### src/rtl/scan_sequencer.sv
// scan_sequencer: prescaled 0..7 position scanner producing the
// 3-bit select code for a downstream 3-to-8 one-hot decoder.
module scan_sequencer #(
   parameter int DIV   = 50000,
   parameter int DIV_W = 16
) (
   input  logic       CLK,
   input  logic       RST,
   input  logic       EN,
   input  logic [1:0] MODE,
   input  logic       START,
   input  logic       LOAD,
   input  logic [2:0] LOAD_VAL,
   output logic       SEL_A,
   output logic       SEL_B,
   output logic       SEL_C,
   output logic       TICK,
   output logic       BUSY,
   output logic       DONE
);

   localparam logic [1:0] IDLE  = 2'b00;
   localparam logic [1:0] RUN   = 2'b01;
   localparam logic [1:0] SWEEP = 2'b10;

   localparam logic [1:0] M_UP     = 2'b00;
   localparam logic [1:0] M_DOWN   = 2'b01;
   localparam logic [1:0] M_BOUNCE = 2'b10;

   localparam logic [DIV_W-1:0] LAST = DIV_W'(DIV - 1);

   logic [1:0]       state;
   logic [2:0]       pos;
   logic             dir_up;
   logic [DIV_W-1:0] presc;
   logic [2:0]       cnt;
   logic             done_q;

   logic             busy;
   logic             tick;
   logic [2:0]       nxt_pos;
   logic             nxt_dir;

   assign busy  = (state != IDLE);
   assign tick  = busy & (presc == LAST);

   assign BUSY  = busy;
   assign TICK  = tick;
   assign DONE  = done_q;
   assign SEL_A = pos[2];
   assign SEL_B = pos[1];
   assign SEL_C = pos[0];

   // Position/direction after one step in the current mode
   always_comb begin
      nxt_pos = pos;
      nxt_dir = dir_up;
      case (MODE)
         M_UP:   nxt_pos = pos + 3'd1;
         M_DOWN: nxt_pos = pos - 3'd1;
         M_BOUNCE: begin
            if (state == SWEEP) begin
               nxt_pos = pos + 3'd1;
            end else if (dir_up) begin
               if (pos == 3'd7) begin
                  nxt_pos = 3'd6;
                  nxt_dir = 1'b0;
               end else begin
                  nxt_pos = pos + 3'd1;
               end
            end else begin
               if (pos == 3'd0) begin
                  nxt_pos = 3'd1;
                  nxt_dir = 1'b1;
               end else begin
                  nxt_pos = pos - 3'd1;
               end
            end
         end
         default: nxt_pos = pos;
      endcase
   end

   // Sequencer state, prescaler, position and sweep bookkeeping
   always_ff @(posedge CLK or posedge RST) begin
      if (RST) begin
         state  <= IDLE;
         pos    <= 3'd0;
         dir_up <= 1'b1;
         presc  <= '0;
         cnt    <= 3'd0;
         done_q <= 1'b0;
      end else begin
         done_q <= 1'b0;
         if (LOAD) begin
            pos    <= LOAD_VAL;
            presc  <= '0;
            dir_up <= 1'b1;
            cnt    <= 3'd0;
            if (state == SWEEP)
               state <= IDLE;
         end else begin
            unique case (1'b1)
               (state == IDLE): begin
                  presc <= '0;
                  if (START) begin
                     state  <= SWEEP;
                     pos    <= (MODE == M_DOWN) ? 3'd7 : 3'd0;
                     dir_up <= 1'b1;
                     cnt    <= 3'd0;
                  end else if (EN) begin
                     state <= RUN;
                  end
               end
               (state == RUN): begin
                  if (tick) begin
                     pos    <= nxt_pos;
                     dir_up <= nxt_dir;
                     presc  <= '0;
                  end else begin
                     presc <= presc + 1'b1;
                  end
                  if (!EN) begin
                     state <= IDLE;
                     presc <= '0;
                  end
               end
               (state == SWEEP): begin
                  if (tick) begin
                     pos    <= nxt_pos;
                     dir_up <= nxt_dir;
                     presc  <= '0;
                     cnt    <= cnt + 3'd1;
                     if (cnt == 3'd7) begin
                        state  <= IDLE;
                        done_q <= 1'b1;
                     end
                  end else begin
                     presc <= presc + 1'b1;
                  end
               end
               default: begin
                  state <= IDLE;
                  presc <= '0;
               end
            endcase
         end
      end
   end

endmodule

### config.mk
export PLATFORM = sky130hd
export DESIGN_NAME = scan_sequencer
export DESIGN_NICKNAME = d
export VERILOG_FILES = /design/src/rtl/scan_sequencer.sv
export SDC_FILE = /design/constraint.sdc
export NUM_CORES = 1
export LEC_CHECK = 0
export ABC_CLOCK_PERIOD_IN_PS = 3750
export CAP_MARGIN = 20
export CORE_MARGIN = 2
export CORE_UTILIZATION = 33
export CTS_CLUSTER_SIZE = 20
export DETAILED_ROUTE_END_ITERATION = 8
export HOLD_SLACK_MARGIN = 0.1
export PLACE_DENSITY_LB_ADDON = 0.25
export SETUP_SLACK_MARGIN = 0.1
export SYNTH_ARGS = -nofsm -noshare
export SYNTH_HDL_FRONTEND = slang
export SYNTH_SLANG_ARGS = --single-unit
### constraint.sdc
create_clock -name CLK -period 3.75 [get_ports CLK]
set_input_delay 0.375 -clock CLK [delete_from_list [all_inputs] [get_ports CLK]]
set_output_delay 0.375 -clock CLK [all_outputs]
set_load 0.01 [all_outputs]
==> flow_summary.ini, run 1 <==
[timing]
post-route-period-util_pct = 74.3
hold_viol_final = 0
hold_ws_ps = 429
final.setup.tns_ps = 0
rsz0062_at_grt = false
finalSetupViolCount = 0
tightest_slew_ps = 665
min_period_ps = 2790
slew_headroom_pct = 55.7
finalClockSkew_ps = 1.91
drv_slew = 0
max_freq_mhz = 359
setup_ws_ps = 962

[critical_path]
end_kind = primary output
r2r_end = pos[0]
max_stage_delay_ps = 650
critPathKind = flip-flop to primary output
crit_end = TICK
reg2reg_slack_ps = 1560
cp.required_ps = 3380
crit_path_top_delay_cell = or4b_2
reg2reg_from = state[0]
worstRegToRegCells = 6
cp-start-kind = flip-flop
cp_max_fo = 4
crit_chain = ha_1 > nand3_1 > or4b_2 > nor3_1 > clkdlybuf4s50_1
cp-startpoint = presc[0]
crit_arrival_ps = 2410

[synthesis]
synthMuxAreaShare_pct = 2.51
synth_top_flop_cell = dfrtp_1
synth_xor_area_share_pct = 4.62
syn_nets = 229
ys_async_sr_fraction_pct = 100
syn_inst = 204
synth-simple-area-share_pct = 28.1
ys_seq_elements = 26
synth_enable_flop_cells = 0
yosysSeqAreaShare_pct = 34.4
synth_compound_gate_area_share_pct = 15.5
syn_area_um2 = 1890
synth_top_family_by_area = simple AND/OR/NAND/NOR gates
synth-adder-area-share_pct = 9.91
ys_warn_count = 0
syn_area_per_cell_um2 = 9.29
yosysUniqueCellTypes = 57

[grt]
grt_max_degree = 27
antenna_found_initial = 0
grt_pass1_wl_um = 7240
grt_use_total_pct = 14.4
grt_pass1_vias = 1535
grt_overflow = 0

[clock_tree]
hold_buffers = 0
cts_resized = 0
clockBufferDepth = 2
cts_tree = built
root_buffer = clkbuf_8
clk_pin_slew_worst_paths_ps = 90
cts_inserted_buffers = 3
clkLatencyLatePin_ps = 280
post_cts_buffers = 0
h-tree-depth = 1
clock_sinks = 26

[place]
dp_hpwl_um = 3020
place_ws_ps = 1270
placedCellCount = 285
portBuffers = 15
place_area_um2 = 2100
gp_congestion = 0.849

[floorplanning]
die_area_um2 = 6360
ios = 16
fp.coreArea_um2 = 5540
initial_core_util_pct = 34.2
die_width_um = 79.8
chipHeight_um = 79.8
num_rows = 27

[route]
wl_per_cell_um = 14.0
drc = 0
drt_iter0_drc = 108
dr.pass1.iters = 4
num_vias = 1577
wl_um = 4070
antenna_left = 0
via_per_inst = 5.44

[cells_and_area]
multi_input_area_um2 = 1150
n_antenna_cell = 0
final_area_um2 = 2190
layout.cells.non_filler = 290
drive_above_1_share_pct = 11.5
area_delta_synth_final_pct = 15.4
layout.nets = 244
layout.area.seq_um2 = 652
final_util_pct = 39.5
n_fill_cell = 592

[power]
totalPowerFinal_mw = 1.01
total_leakage_power_nw = 0.888
ir_drop_v = 0.000201
p_per_area_nw_per_um2 = 464

[hold_path]
hold_class = input pin to asynchronous set/reset pin

[outcome]
status = finished, final reports clean

[flow_run]
drv_cap = 0
[cell usage after synthesis, types with 3 or more instances]
| cell type | number | area share (%) |
|---|---|---|
| nand4_1 | 8 | 2.6 |
| nand3_1 | 9 | 2.4 |
| a31oi_1 | 3 | 0.99 |
| o21ai_0 | 3 | 0.79 |
| a21oi_1 | 9 | 2.4 |
| xnor2_1 | 6 | 2.8 |
| ha_1 | 15 | 9.9 |
| buf_2 | 4 | 1.1 |
| nand2b_1 | 3 | 0.99 |
| o31ai_1 | 5 | 2.0 |
| nand2_1 | 11 | 2.2 |
| dfrtp_1 | 25 | 33 |
| nor3_1 | 5 | 1.3 |
| o211ai_1 | 4 | 1.6 |
| nor2_1 | 18 | 3.6 |
| xor2_1 | 4 | 1.8 |
| and3_1 | 3 | 0.99 |
| inv_1 | 16 | 3.2 |
[registers in the layout, summed over array words and instances, names as in the netlist]
signal  flops
state       2
presc      16
dir_up      1
DONE        1
cnt         3
pos         3
[critical path, delay by kind of cell (launching register included)]
family                   cells  cell delay, ps
flip-flops                   1             370
buffers and inverters        1             570
AND/OR/NAND/NOR              3             990
adder cells (fa/ha/maj)      1             200
[kinds of logic after synthesis]
kind of cell    count (synthesis)
fa+ha+maj                      15
simple gates                   87
compound gates                 40
buf+inv                        22
mux                             4
flops                          26
xor+xnor                       10
[cell type report]
type	instances	share of cell area (%)
clock buffers	3	1.89
clock inverters	1	1.37
inverters	16	2.75
multi-input cells	156	52.5
flip-flops and latches	26	29.8
well taps	72	4.12
repair buffers	16	7.56
[per-layer routing]
layer  global-route usage [%]  part of all wire [%]  wire (µm)
met1                     20.0                    50       2020
met5                        0                     0          0
met2                     22.9                    47       1900
met4                     5.59                   1.8         72
met3                     1.47                   2.1         87
[worst min-delay path by stage]
| stage | from | endpoint | slack [ps] | depth (start not counted) |
|---|---|---|---|---|
| finish | RST | presc[3] | 430 | 2 |
| global route | RST | pos[1] | 480 | 2 |
| CTS | presc[0] | presc[0] | 460 | 1 |
| detailed placement | presc[0] | presc[0] | 450 | 1 |
| global placement | presc[0] | presc[0] | 440 | 1 |
| floorplan | RST | DONE | 410 | 1 |
[power breakdown]
group          switching (mW)  internal [mW]
clock network          0.0943          0.143
logic                   0.242          0.196
registers              0.0344          0.306
total                   0.370          0.644
[cells in the final DEF (no fill, tap or decap), types with 3 or more instances in the layout]
| master | n |
|---|---|
| nand4_1 | 8 |
| ha_1 | 15 |
| xnor2_1 | 6 |
| nand3_1 | 9 |
| o211ai_1 | 4 |
| o31ai_1 | 5 |
| a31oi_1 | 3 |
| clkdlybuf4s50_1 | 15 |
| xor2_1 | 4 |
| inv_1 | 16 |
| nor2_1 | 18 |
| a21oi_1 | 9 |
| nand2b_1 | 3 |
| nor3_1 | 5 |
| nand2_1 | 11 |
| dfrtp_1 | 25 |
| o21ai_0 | 3 |
| clkbuf_8 | 3 |
| and3_1 | 3 |
Note: power is estimated with default switching activity, not from simulation.
==> inputs of run 2 (changes only) <==
--- a/config.mk
+++ b/config.mk
@@ -5,7 +5,7 @@
 export SDC_FILE = /design/constraint.sdc
 export NUM_CORES = 1
 export LEC_CHECK = 0
-export ABC_CLOCK_PERIOD_IN_PS = 3750
+export ABC_CLOCK_PERIOD_IN_PS = 2560
 export CAP_MARGIN = 20
 export CORE_MARGIN = 2
 export CORE_UTILIZATION = 33
==> constraint.sdc (replaced) <==
create_clock -name CLK -period 2.56 [get_ports CLK]
set_input_delay 0.256 -clock CLK [delete_from_list [all_inputs] [get_ports CLK]]
set_output_delay 0.256 -clock CLK [all_outputs]
set_load 0.01 [all_outputs]
==> run 2 against run 1 <==
Net effect: critical path depth did not move; sequential cell count did not move; setup slack got worse by 680 ps; die area did not move; clock-buffer cell count did not move; clock power rose by 51%; cell count rose by 1.4%; clock skew rose by 3.4 ps; non-clock buffer count rose by 4; critical path type unchanged; critical endpoint unchanged; largest power group unchanged.
==> flow_summary.ini, run 2 (synthesis gave the netlist of run 1 again) <==
[grt]
antenna_found_initial = 0
grt_pass1_wl_um = 7440
grt_pass1_vias = 1566
grt_overflow = 0
grt_use_total_pct = 14.5
grt_max_degree = 27

[timing]
drv_slew = 0
min_period_ps = 2280
finalClockSkew_ps = 5.34
hold_viol_final = 0
setup_ws_ps = 281
tightest_slew_ps = 605
slew_headroom_pct = 58.6
finalSetupViolCount = 0
rsz0062_at_grt = false
post-route-period-util_pct = 89.0
max_freq_mhz = 439
final.setup.tns_ps = 0

[route]
dr.pass1.iters = 4
wl_per_cell_um = 14.3
num_vias = 1550
via_per_inst = 5.27
drt_iter0_drc = 169
antenna_left = 0
wl_um = 4210
drc = 0

[clock_tree]
cts_inserted_buffers = 3
clockBufferDepth = 2
cts_tree = built
hold_buffers = 0
h-tree-depth = 1
root_buffer = clkbuf_8
clkLatencyLatePin_ps = 280
clk_pin_slew_worst_paths_ps = 100
clock_sinks = 26

[floorplanning]
fp.coreArea_um2 = 5540
die_width_um = 79.8
ios = 16
chipHeight_um = 79.8
num_rows = 27
die_area_um2 = 6360
initial_core_util_pct = 34.2

[critical_path]
critPathKind = flip-flop to primary output
critPathTopFamily = simple AND/OR/NAND/NOR gates
crit_path_top_delay_cell = or4b_2
cp_max_fo = 4
cp-start-kind = flip-flop
end_kind = primary output
crit_arrival_ps = 2020
reg2reg_slack_ps = 370
max_stage_delay_ps = 650
crit_buf_inv = 1
cp.required_ps = 2300
crit_chain = ha_2 > nand3_2 > or4b_2 > nor3_2 > clkdlybuf4s15_1

[cells_and_area]
n_antenna_cell = 0
top_regs = presc: 16 flops, cnt: 3 flops, pos: 3 flops
largest_register_ffs = 16
final_util_pct = 40.1
regMostFlops = presc
final_common_cell = dfrtp_1
area_delta_synth_final_pct = 17.2
drive_above_1_share_pct = 14.4
layout_common_cells = dfrtp_1, nor2_1, inv_1
layout.nets = 248

[outcome]
status = finished, final reports clean

[place]
place_ws_ps = 172
portBuffers = 15
gp_congestion = 0.836
dp_hpwl_um = 3110

[power]
total_leakage_power_nw = 0.902
p_per_area_nw_per_um2 = 678
ir_drop_v = 0.000396

[flow_run]
drv_cap = 0

[hold_path]
hold_class = input pin to asynchronous set/reset pin
run 2: cell types whose count changed in the layout (fill, tap and decap cells not counted), sizes merged:
| cell | delta |
|---|---|
| buf | +4 |
| clkdlybuf4s15 | +1 |
| clkdlybuf4s50 | -1 |
run 2: tightest hold or removal path, stage by stage:
cell and delay (ps):
clkdlybuf4s50_1 390, inv_1 50, buf_4 330
run 2: metal layers:
metal	global-route usage (%)	vias to the layer above	routed length [µm]
met1	20.5	734	2090
li1	-	787	-
met5	0	-	0
met2	23.6	27	1950
met4	3.05	0	34
met3	1.92	2	127
run 2: area by class of cell:
class,instances,area (µm²)
clock buffers,3,41.3
clock inverters,1,30.0
fillers,565,3320
inverters,16,60.1
multi-input cells,156,1160
flip-flops and latches,26,652
well taps,72,90.1
repair buffers,20,188
run 2: path summary, 6_finish.rpt:
check | from | end | cells past startpoint
hold / removal | RST | pos[2] | 3
hold reg to reg | presc[0] | presc[0] | 1
max in group asynchronous | RST | dir_up | 3
setup reg to reg | state[0] | pos[0] | 6
setup / recovery | presc[0] | TICK | 5
min in group CLK | presc[0] | presc[0] | 1
run 2: what timing repair did:
item	in CTS	in global routing
endpoints found under the setup margin	1	1
setup buffers	0	0
pin swaps	0	0
resized for setup	1	4
run 2: power breakdown:
part           leakage (nW)  internal [mW]  switching, mW
sequential            0.352          0.448         0.0516
combinational         0.514          0.291          0.358
clock                0.0357          0.209          0.148
total                 0.902          0.948          0.558
run 2: stage by stage:
step                      cells  area, µm²  power [mW]  hold WS, ps
after CTS                   294       2210        1.52          354
after global routing        294       2220        1.62          372
final                       294       2220        1.51          335
after floorplan             204       1890       0.945          295
after detailed placement    290       2140        1.16          448
after global placement      290       2140        1.16          438
